### config.mk
export PLATFORM = sky130hd
export DESIGN_NAME = mem_phase_ctrl
export DESIGN_NICKNAME = d
export VERILOG_FILES = /design/src/rtl/mem_phase_ctrl.sv
export SDC_FILE = /design/constraint.sdc
export NUM_CORES = 1
export LEC_CHECK = 0
export ABC_AREA = 1
export CAP_MARGIN = 10
export CORE_MARGIN = 2
export CORE_UTILIZATION = 34
export DETAILED_ROUTE_END_ITERATION = 12
export HOLD_SLACK_MARGIN = 0.1
export PLACE_DENSITY = 0.87
export REMOVE_ABC_BUFFERS = 1
export SYNTH_ARGS = -nofsm -noshare
export SYNTH_HDL_FRONTEND = slang
export SYNTH_SLANG_ARGS = --single-unit
### constraint.sdc
create_clock -name clk -period 1.8 [get_ports clk]
set_input_delay 0.18 -clock clk [delete_from_list [all_inputs] [get_ports clk]]
set_output_delay 0.18 -clock clk [all_outputs]
set_load 0.005 [all_outputs]
### src/rtl/mem_phase_ctrl.sv
//------------------------------------------------------------------------------
// Module      : mem_phase_ctrl
// Description : Multi-cycle memory phase controller for a single-port RAM.
//               Sequences instruction fetch, execute decode, data load and
//               store, with a per-access wait timeout and alignment checks.
// Revision    : 1.0 - initial release
//------------------------------------------------------------------------------
`default_nettype none

module mem_phase_ctrl #(
   parameter int TIMEOUT = 16
) (
   input  logic        clk,
   input  logic        rst,
   input  logic [31:0] pc,
   input  logic [31:0] alu_addr,
   input  logic [31:0] store_data,
   input  logic        load_req,
   input  logic        store_req,
   input  logic [31:0] ram_rdata,
   input  logic        ram_ready,
   output logic [29:0] ram_addr,
   output logic [31:0] ram_wdata,
   output logic        ram_re,
   output logic        ram_we,
   output logic        E,
   output logic [31:0] instr,
   output logic [31:0] load_data,
   output logic        pc_en,
   output logic        gpr_we_en,
   output logic        addr_err,
   output logic        bus_err
);

   typedef enum logic [1:0] {
      FETCH = 2'd0,
      EXEC  = 2'd1,
      LOAD  = 2'd2,
      STORE = 2'd3
   } state_t;

   localparam logic [7:0] c_wait_last = 8'(TIMEOUT - 1);

   state_t     r_state;
   logic [7:0] r_wait_cnt;
   logic       w_timeout;
   logic       w_bad_req;
   logic       w_unused;

   // Byte offset of the PC is irrelevant: fetches are always word accesses.
   assign w_unused  = ^pc[1:0];

   // Threshold reached with no completion; a ready in the same cycle wins.
   assign w_timeout = (r_wait_cnt == c_wait_last) && !ram_ready;

   // Conflicting or misaligned data request aborts the memory phase.
   assign w_bad_req = (load_req && store_req) ||
                      ((load_req || store_req) && (alu_addr[1:0] != 2'b00));

   // Phase sequencing, wait counting, latches and one-cycle status pulses.
   always_ff @(posedge clk) begin
      if (rst) begin
         r_state    <= FETCH;
         r_wait_cnt <= 8'd0;
         instr      <= 32'd0;
         load_data  <= 32'd0;
         pc_en      <= 1'b0;
         gpr_we_en  <= 1'b0;
         addr_err   <= 1'b0;
         bus_err    <= 1'b0;
      end else begin
         pc_en     <= 1'b0;
         gpr_we_en <= 1'b0;
         addr_err  <= 1'b0;
         bus_err   <= 1'b0;
         case (r_state)
            FETCH: begin
               if (ram_ready) begin
                  instr      <= ram_rdata;
                  r_state    <= EXEC;
                  r_wait_cnt <= 8'd0;
               end else if (w_timeout) begin
                  // Retry the same PC: no advance on a failed fetch.
                  bus_err    <= 1'b1;
                  r_state    <= FETCH;
                  r_wait_cnt <= 8'd0;
               end else begin
                  r_wait_cnt <= r_wait_cnt + 8'd1;
               end
            end
            EXEC: begin
               r_wait_cnt <= 8'd0;
               if (!load_req && !store_req) begin
                  gpr_we_en <= 1'b1;
                  pc_en     <= 1'b1;
                  r_state   <= FETCH;
               end else if (w_bad_req) begin
                  addr_err  <= 1'b1;
                  pc_en     <= 1'b1;
                  r_state   <= FETCH;
               end else if (load_req) begin
                  r_state   <= LOAD;
               end else begin
                  r_state   <= STORE;
               end
            end
            LOAD: begin
               if (ram_ready) begin
                  load_data  <= ram_rdata;
                  gpr_we_en  <= 1'b1;
                  pc_en      <= 1'b1;
                  r_state    <= FETCH;
                  r_wait_cnt <= 8'd0;
               end else if (w_timeout) begin
                  bus_err    <= 1'b1;
                  pc_en      <= 1'b1;
                  r_state    <= FETCH;
                  r_wait_cnt <= 8'd0;
               end else begin
                  r_wait_cnt <= r_wait_cnt + 8'd1;
               end
            end
            STORE: begin
               if (ram_ready) begin
                  pc_en      <= 1'b1;
                  r_state    <= FETCH;
                  r_wait_cnt <= 8'd0;
               end else if (w_timeout) begin
                  bus_err    <= 1'b1;
                  pc_en      <= 1'b1;
                  r_state    <= FETCH;
                  r_wait_cnt <= 8'd0;
               end else begin
                  r_wait_cnt <= r_wait_cnt + 8'd1;
               end
            end
            default: begin
               r_state    <= FETCH;
               r_wait_cnt <= 8'd0;
            end
         endcase
      end
   end

   // RAM strobes and phase flag decoded from state; reset forces them idle.
   always_comb begin
      ram_re    = 1'b0;
      ram_we    = 1'b0;
      E         = 1'b0;
      ram_addr  = alu_addr[31:2];
      ram_wdata = store_data;
      if (rst) begin
         E = 1'b1;
      end else begin
         case (r_state)
            FETCH: begin
               ram_re   = 1'b1;
               E        = 1'b1;
               ram_addr = pc[31:2];
            end
            LOAD:    ram_re = 1'b1;
            STORE:   ram_we = 1'b1;
            default: ram_re = 1'b0;
         endcase
      end
   end

endmodule

`default_nettype wire

# After elaboration in Yosys (flattened, before gate mapping)
# Index checks and enable logic that the tools add are counted.
[classes] addsub=1 eq_ne=4 mux=26 bitwise=2 reduce_logical=18
[op_table] op="$mux 30" count=2
[op_table] op="$mux 8" count=2
[op_table] op="$pmux 8 s2" count=1
[op_table] op="$mux 1" count=13
[op_table] op="$mux 2" count=5
[op_table] op="$reduce_or 3->1" count=3
[op_table] op="$add 8x1->8 const B" count=1
[op_table] op="$eq 8x4->1 const B" count=1
[op_table] op="$pmux 2 s3" count=1
[op_table] op="$eq 2x2->1 const B" count=2
[op_table] op="$logic_and 1x1->1" count=4
[op_table] op="$pmux 1 s2" count=2
[op_table] op="$reduce_and 2->1" count=2
[op_table] op="$reduce_or 2->1" count=2
[op_table] op="$logic_not 1->1" count=3
[op_table] op="$eq 2x1->1 const B" count=1
[op_table] op="$logic_not 2->1" count=1
[op_table] op="$logic_or 1x1->1" count=2
[op_table] op="$not 1->1" count=2
[op_table] op="$reduce_bool 2->1" count=1
[totals] regBits=78 elab_cells=59

# Depth between registers and ports, before layout
# Gate-level depths: netlist of run 1.
[logic_depth] depth_word=6 depth_mapped=8 ltp_nobuf=8

# Worst setup path after synthesis of run 1
# No wires, ideal clock.
[synth_path] kind="reg-to-output" start="register r_state[0]" end="output ram_addr[0]" arrival_time_ns=1.141 required_time_ns=1.620 setup_slack_ns=0.479 stages_incl_launch_ff=8 cell_sequence="dfxtp_1 -> inv_1 -> ha_1 -> inv_2 -> nor2_2 -> buf_2 -> nand2_1 -> nand2_1"
[synth_between] elab_chain_cells=3
[synth_lines] item="start: declaration" line="44" rtl="state_t r_state;"
[synth_lines] item="start signal: assignment" line="63" rtl="r_state <= FETCH;"
[synth_lines] item="start signal: assignment" line="80" rtl="r_state <= EXEC;"
[synth_lines] item="start signal: assignment" line="85" rtl="r_state <= FETCH;"
[synth_lines] item="$logic_not 2->1" line="155" rtl="case (r_state)"
[synth_lines] item="$mux 30" line="155"
[synth_lines] item="$mux 30" line="152" rtl="if (rst) begin"
[synth_lines] item="end: declaration" line="22" rtl="output logic [29:0] ram_addr,"
# Every way passes these cells.

# Worst setup path in the final report of run 1
[layout_path] start="register r_state[0]" end="output ram_addr[8]"
# Same word-level chain as after synthesis.

==> metrics.md, run 1 <==
| Metric | Value |
|---|---|
| Status | finished with violations |
| Violated checks | setup timing |
| Worst-path cell chain | inv_2 > ha_4 > inv_2 > nor2_4 > clkbuf_16 > buf_8 > buf_6 > nand2_2 > nand2_2 > buf_2 |
| Max Fclk | 528 MHz |
| Arrival time worst endpoint | 1.71 ns |
| Gate count of the mapped netlist | 501 |
| Synth area leader | dfxtp_1 |
| Sequential element share of the synthesized area | 44.2% |
| Top-count cell post-synth | nor2_1 |
| Die Y | 106 µm |
| Max-slew violations | 0 |
| Buffers on Ports | 199 |
| Worst path max stage delay | 0.33 ns |
| Overall Global Routing Usage | 22.2% |
| CTS clk-pin slew, worst paths | 0.07 ns |
| Worst Hold Launch | store_data[10] |
| Sequential fraction of design power | 41.2% |
| Crit start category | flop |
| EDFF count, synth | 0 |
| Core ar. | 0.0102 mm² |
| Vias in the first global route | 3801 |
| CP Max Fanout | 5 |
| Final hold vios | 0 |
| Initial antenna violation count | 0 |
| Internal power | 0.00337 W |
| CTS Buf Count | 9 |
| R2R depth | 10 |
| Vias | 3933 |
| Sw Pwr | 0.00107 W |
| Clk sink count | 78 |
| Sw frac | 24.1% |
| ANT nets after route | 0 |
| Max Cap Viol | 0 |
| Initial DRC count | 232 |
| DRT Wirelength | 12.9 mm |
| Placer Congestion | 0.824 |
| Ratio of cells with drive above 1 in the final layout | 24.5% |
| Synth Flop Type | dfxtp_1 |
| DRC Markers | 0 |
| HPWL after DPL | 8.98 mm |
| RSZ-0062 raised after global routing | yes |
| Hold path cells | 0 |
| Ys Warns | 0 |
| Number of distinct library cells after synthesis | 24 |
| Area grow syn2layout | 76.0% |
| Hold WS | 0.360 ns |
| FF+latch count, synth | 78 |
| Initial Util | 34.6% |
| CTS H-tree depth | 3 |
| Number of inserted diodes | 0 |
| P per Cell Area | 714 mW/mm² |
| Max stage delay cell, worst path | dfxtp_2 |
| Setup Skew | 0.00781 ns |
| Core Util, Final | 60.8% |
| Comb power frac | 24.1% |
| Fin crit share | 105% |
| IO Pins | 266 |
| R2r setup slk | 0.15 ns |
| Maximum resistive drop on vdd | 0.000385 V |
| Chip width | 106 µm |
| CTS tree | built |
| Post-synth top cells | nor2_1 (149), nand2_1 (104), dfxtp_1 (78) |
| Hold Path Sink | ram_wdata[10] |
| Latest clock arrival within the worst-skew pair | 0.34 ns |
| Final setup fails | 22 |
| Full die area | 0.0112 mm² |
| Hold Crit Class | input port to output pin |
| Synth area leaders | dfxtp_1 (44%), nor2_1 (16%), nand2_1 (11%), o21ai_0 (9.3%), buf_4 (7.6%) |
| Drt via density | 4.71 |
| Worst Setup Slack, final | -0.0930 ns |
| Syn_area_per_cell | 7.06 µm² |
| Clk network pwr share | 34.7% |
| Critical path class | flop to output pin |
| Post-synth ARST share | 0% |
| Max transition margin | 79.5% |
| Core Rows | 37 |
| Grt ovf | 0 |
| Total Nets Final | 833 |
| Crit. End Element | output pin |
| Worst slew pin tran | 0.307 ns |
| Critical path required time | 1.62 ns |
| Root Driver | clkbuf_8 |
| Max Buffers Root-to-Sink | 2 |
| Routed len/inst | 15.4 µm |
| Reg2reg start | r_state[0] |
| RR Endpoint | load_data[24] |
| Share of the synthesized area in the top cell type | 44.2% |
| Synth Cell Area | 0.00354 mm² |
| DRT Pass-1 Iters | 4 |
| First-pass GRT wire length | 19.3 mm |
| Min Clock Period, post-route | 1.89 ns |
| Static leakage | 2.64 nW |
| Largest net degree at the start of global routing | 33 |
==> cells in the final DEF, fill, tap and decap left out, types with 3 or more instances in the layout <==
cell type / synthesis / routed
a21oi_1: 3 / 3
buf_12: 0 / 9
buf_2: 6 / 24
buf_4: 36 / 18
buf_6: 6 / 12
buf_8: 0 / 6
bufinv_16: 0 / 3
clkbuf_8: 0 / 10
clkdlybuf4s50_1: 0 / 166
dfxtp_1: 78 / 76
ha_1: 5 / 3
inv_1: 12 / 10
inv_2: 5 / 6
nand2_1: 104 / 38
nand2_2: 2 / 53
nand2_4: 0 / 15
nand3_1: 5 / 5
nor2_1: 149 / 147
o21ai_0: 66 / 66
xnor2_1: 3 / 3
==> registers in the layout (all words and copies together), names as in the netlist <==
name / count
pc_en: 1
addr_err: 1
r_wait_cnt: 8
instr: 32
gpr_we_en: 1
r_state: 2
load_data: 32
bus_err: 1
==> critical path, delay by kind of cell (launching register included) <==
kind,cells,cell delay [ns]
buffers and inverters,6,0.62
DFF,1,0.33
and+or+nand+nor,3,0.29
adders and majority gates,1,0.14
==> timing repair <==
| item | in CTS | in global routing |
|---|---|---|
| endpoints found under the hold margin | 0 | 0 |
| pin swaps | 13 | 26 |
| setup buffers | 16 | 5 |
| endpoints found under the setup margin | 33 | 33 |
| gates resized for setup | 170 | 79 |
| cloned | 3 | 1 |
| hold buffers | 0 | 0 |
==> power groups by stage <==
stage / clock network [W] / logic, W / registers, W
finish: 0.00154 / 0.00107 / 0.00183
floorplan: 0 / 0.000259 / 0.00188
global placement: 0 / 0.000888 / 0.00187
detailed placement: 0 / 0.000899 / 0.00187
CTS: 0.00159 / 0.000964 / 0.00183
global route: 0.00167 / 0.00116 / 0.00184
==> worst max path at each step <==
stage	depth (start not counted)	start	end
5_1_grt	10	r_state[0]	ram_addr[8]
6_report	10	r_state[0]	ram_addr[8]
3_3_place_gp	6	rst	ram_addr[1]
2_1_floorplan	8	r_state[0]	r_state[0]
4_1_cts	10	r_state[1]	ram_addr[9]
3_5_place_dp	6	rst	ram_addr[1]
==> per-layer routing <==
metal	share of wire, %	vias to the layer above	track usage [%]
met2	49	223	37.6
met4	1.8	2	7.42
met5	0.33	-	2.86
met3	10	20	10.5
li1	-	1917	-
met1	38	1771	24.1
==> layout make-up <==
cell class	instances	area [µm²]
inverter	17	66.3
multi-input combinational	349	1790
clock inverter	4	95.1
fill	846	4010
tap	136	170
timing repair buffer	240	2400
clock buffer	11	141
sequential	78	1560
==> cells by family after synthesis <==
group                    share of synthesized area (%)
flip-flops                                        44.2
XOR/XNOR                                          1.24
AND/OR/NAND/NOR                                   29.5
buffers and inverters                             13.2
AO/OA/AOI/OAI                                     10.2
adder cells (fa/ha/maj)                           1.77
==> stage by stage <==
stage / area, µm² / total power, W / instances / worst slack, ns / TNS, ns
2_1_floorplan: 3130 / 0.00214 / 444 / -0.226 / -6.58
3_3_place_gp: 5510 / 0.00276 / 797 / -0.123 / -2.60
3_5_place_dp: 5510 / 0.00277 / 797 / -0.135 / -3.07
4_1_cts: 5930 / 0.00438 / 831 / -0.173 / -4.11
5_1_grt: 6220 / 0.00467 / 835 / -0.173 / -3.65
6_report: 6220 / 0.00444 / 835 / -0.0930 / -1.37
No activity file was read; power rests on OpenSTA's default activity.
==> run 2: changes to the inputs <==
- RECOVER_POWER: not set -> 25
==> metrics.md, run 2 (same netlist as run 1, synthesis figures left out) <==
| Metric | Value |
|---|---|
| Clk network pwr share | 34.7% |
| Arrival time worst endpoint | 1.71 ns |
| CTS H-tree depth | 3 |
| Most common cell after layout, fill and taps aside | clkdlybuf4s50_1 |
| Critical path class | flop to output pin |
| Fillers | 847 |
| Commonest non-fill, non-tap cells in the layout | clkdlybuf4s50_1 (166), nor2_1 (147), dfxtp_1 (76), o21ai_0 (66), nand2_2 (53) |
| Hold WS | 0.360 ns |
| Worst path max stage delay | 0.33 ns |
| GR met3 Demand/Resource | 10.5% |
| HPWL after DPL | 8.98 mm |
| GRT busiest layer | met2 |
| IO Pins | 266 |
| Worst slew pin tran | 0.307 ns |
| Total Nets Final | 833 |
| First-pass GRT wire length | 19.3 mm |
| Buffers on Ports | 199 |
| Internal power | 0.00337 W |
| Post-Layout Cell Count | 835 |
| Crit. End Element | output pin |
| Setup Skew | 0.00773 ns |
| Number of inserted diodes | 0 |
| Max transition margin | 79.5% |
| WP buf/inv | 6 |
| Fin crit share | 105% |
| Worst Setup Slack, final | -0.0937 ns |
| Hold Crit Class | input port to output pin |
| CTS Hold Bufs | 0 |
| CTS tree | built |
| Placer Congestion | 0.824 |
| Max Buffers Root-to-Sink | 2 |
| DRC Markers | 0 |
| Root Driver | clkbuf_8 |
| Clk sink count | 78 |
| Worst-path cell chain | inv_2 > ha_4 > inv_2 > nor2_4 > clkbuf_16 > buf_8 > buf_6 > nand2_2 > nand2_2 > buf_2 |
| CTS Buf Count | 9 |
| CTS clk-pin slew, worst paths | 0.07 ns |
| Die Y | 106 µm |
| Max Cap Viol | 0 |
| Core ar. | 0.0102 mm² |
| Max Fclk | 528 MHz |
| Vias | 3954 |
| Chip width | 106 µm |
| Latest clock arrival within the worst-skew pair | 0.34 ns |
| ANT nets after route | 0 |
| Crit start category | flop |
| Final hold vios | 0 |
| Full die area | 0.0112 mm² |
| CP Max Fanout | 5 |
| Met1 usage | 24.1% |
| Ratio of cells with drive above 1 in the final layout | 24.3% |
| Vias in the first global route | 3801 |
| Drt via density | 4.74 |
| Placed cells | 797 |
| Largest regs | instr x32, load_data x32, r_wait_cnt x8 |
| Design area | 0.00622 mm² |
| Post-place setup slack | -0.135 ns |
| Initial DRC count | 231 |
| GR Layer Usage met2 | 37.6% |
| Min Clock Period, post-route | 1.89 ns |
| Max-slew violations | 0 |
| Largest delay share family, worst path | buffers and inverters |
| Placed Area | 0.00551 mm² |
| P per Cell Area | 714 mW/mm² |
| Violated checks | setup timing |
| Core Rows | 37 |
| Maximum resistive drop on vdd | 0.000385 V |
| Sw Pwr | 0.00107 W |
| Initial Util | 34.6% |
| Initial antenna violation count | 0 |
| Critical path required time | 1.62 ns |
| Status | finished with violations |
| Final setup fails | 22 |
| Area grow syn2layout | 75.9% |
| Sequential fraction of design power | 41.2% |
| Max stage delay cell, worst path | dfxtp_2 |
| RSZ-0062 raised after global routing | yes |
| Static leakage | 2.64 nW |
| Overall Global Routing Usage | 22.2% |
| DRT Wirelength | 12.8 mm |
| DRT Pass-1 Iters | 4 |
| Overall power | 0.00444 W |
| Grt ovf | 0 |
| Routed len/inst | 15.4 µm |
| Largest net degree at the start of global routing | 33 |
| Comb power frac | 24.1% |
| Sw frac | 24.1% |
-- run 2: cell types whose count changed in the layout (fill, tap and decap cells not counted), sizes merged --
cell / change
buf: -1
clkbuf: +1
-- run 2: final cells by class --
type	count	area, µm²	area share, %
repair buffers	240	2390	38.5
flip-flops and latches	78	1560	25.1
inverters	17	66.3	1.07
clock buffers	11	141	2.27
multi-input cells	349	1790	28.8
well taps	136	170	2.74
clock inverters	4	95.1	1.53
-- run 2: power groups by stage --
stage	Combinational (W)	Clock [W]	Sequential [W]
final	0.00107	0.00154	0.00183
after global routing	0.00116	0.00167	0.00184
after CTS	0.000964	0.00159	0.00183
after detailed placement	0.000899	0	0.00187
after global placement	0.000888	0	0.00187
after floorplan	0.000259	0	0.00188
-- run 2: metal layers --
metal | wire [µm] | up-vias
met3 | 1340 | 23
met5 | 42 | -
met1 | 4920 | 1788
li1 | - | 1917
met2 | 6270 | 224
met4 | 260 | 2
-- run 2: worst paths after layout --
kind,startpoint,end,slack [ns],cells after the start
setup / recovery,r_state[0],ram_addr[8],-0.09,10
hold / removal,store_data[10],ram_wdata[10],0.36,0
setup reg to reg,r_state[0],load_data[24],0.14,10
hold reg to reg,r_wait_cnt[0],r_wait_cnt[0],0.47,1
-- run 2: worst reg2reg max path, cell delays in order (launching register included) --
cell     delay, ns
dfxtp_2       0.34
inv_2         0.05
buf_4         0.12
buf_4         0.12
buf_4         0.14
ha_4          0.17
nand2_4       0.17
inv_2         0.07
buf_12        0.16
nor2_1        0.14
nor2_1        0.06
-- run 2: timing repair --
action                                  CTS  global route
buffers inserted                         16             5
gates cloned                              3             1
gates resized for setup                 170            79
pin swaps                                13            26
endpoints found under the setup margin   33            33
-- run 2: metrics by stage --
step | utilization, % | setup TNS (ns)
finish | 60.8 | -1.39
global route | 60.8 | -3.65
CTS | 57.9 | -4.11
detailed placement | 53.8 | -3.07
global placement | 53.8 | -2.60
floorplan | - | -6.58
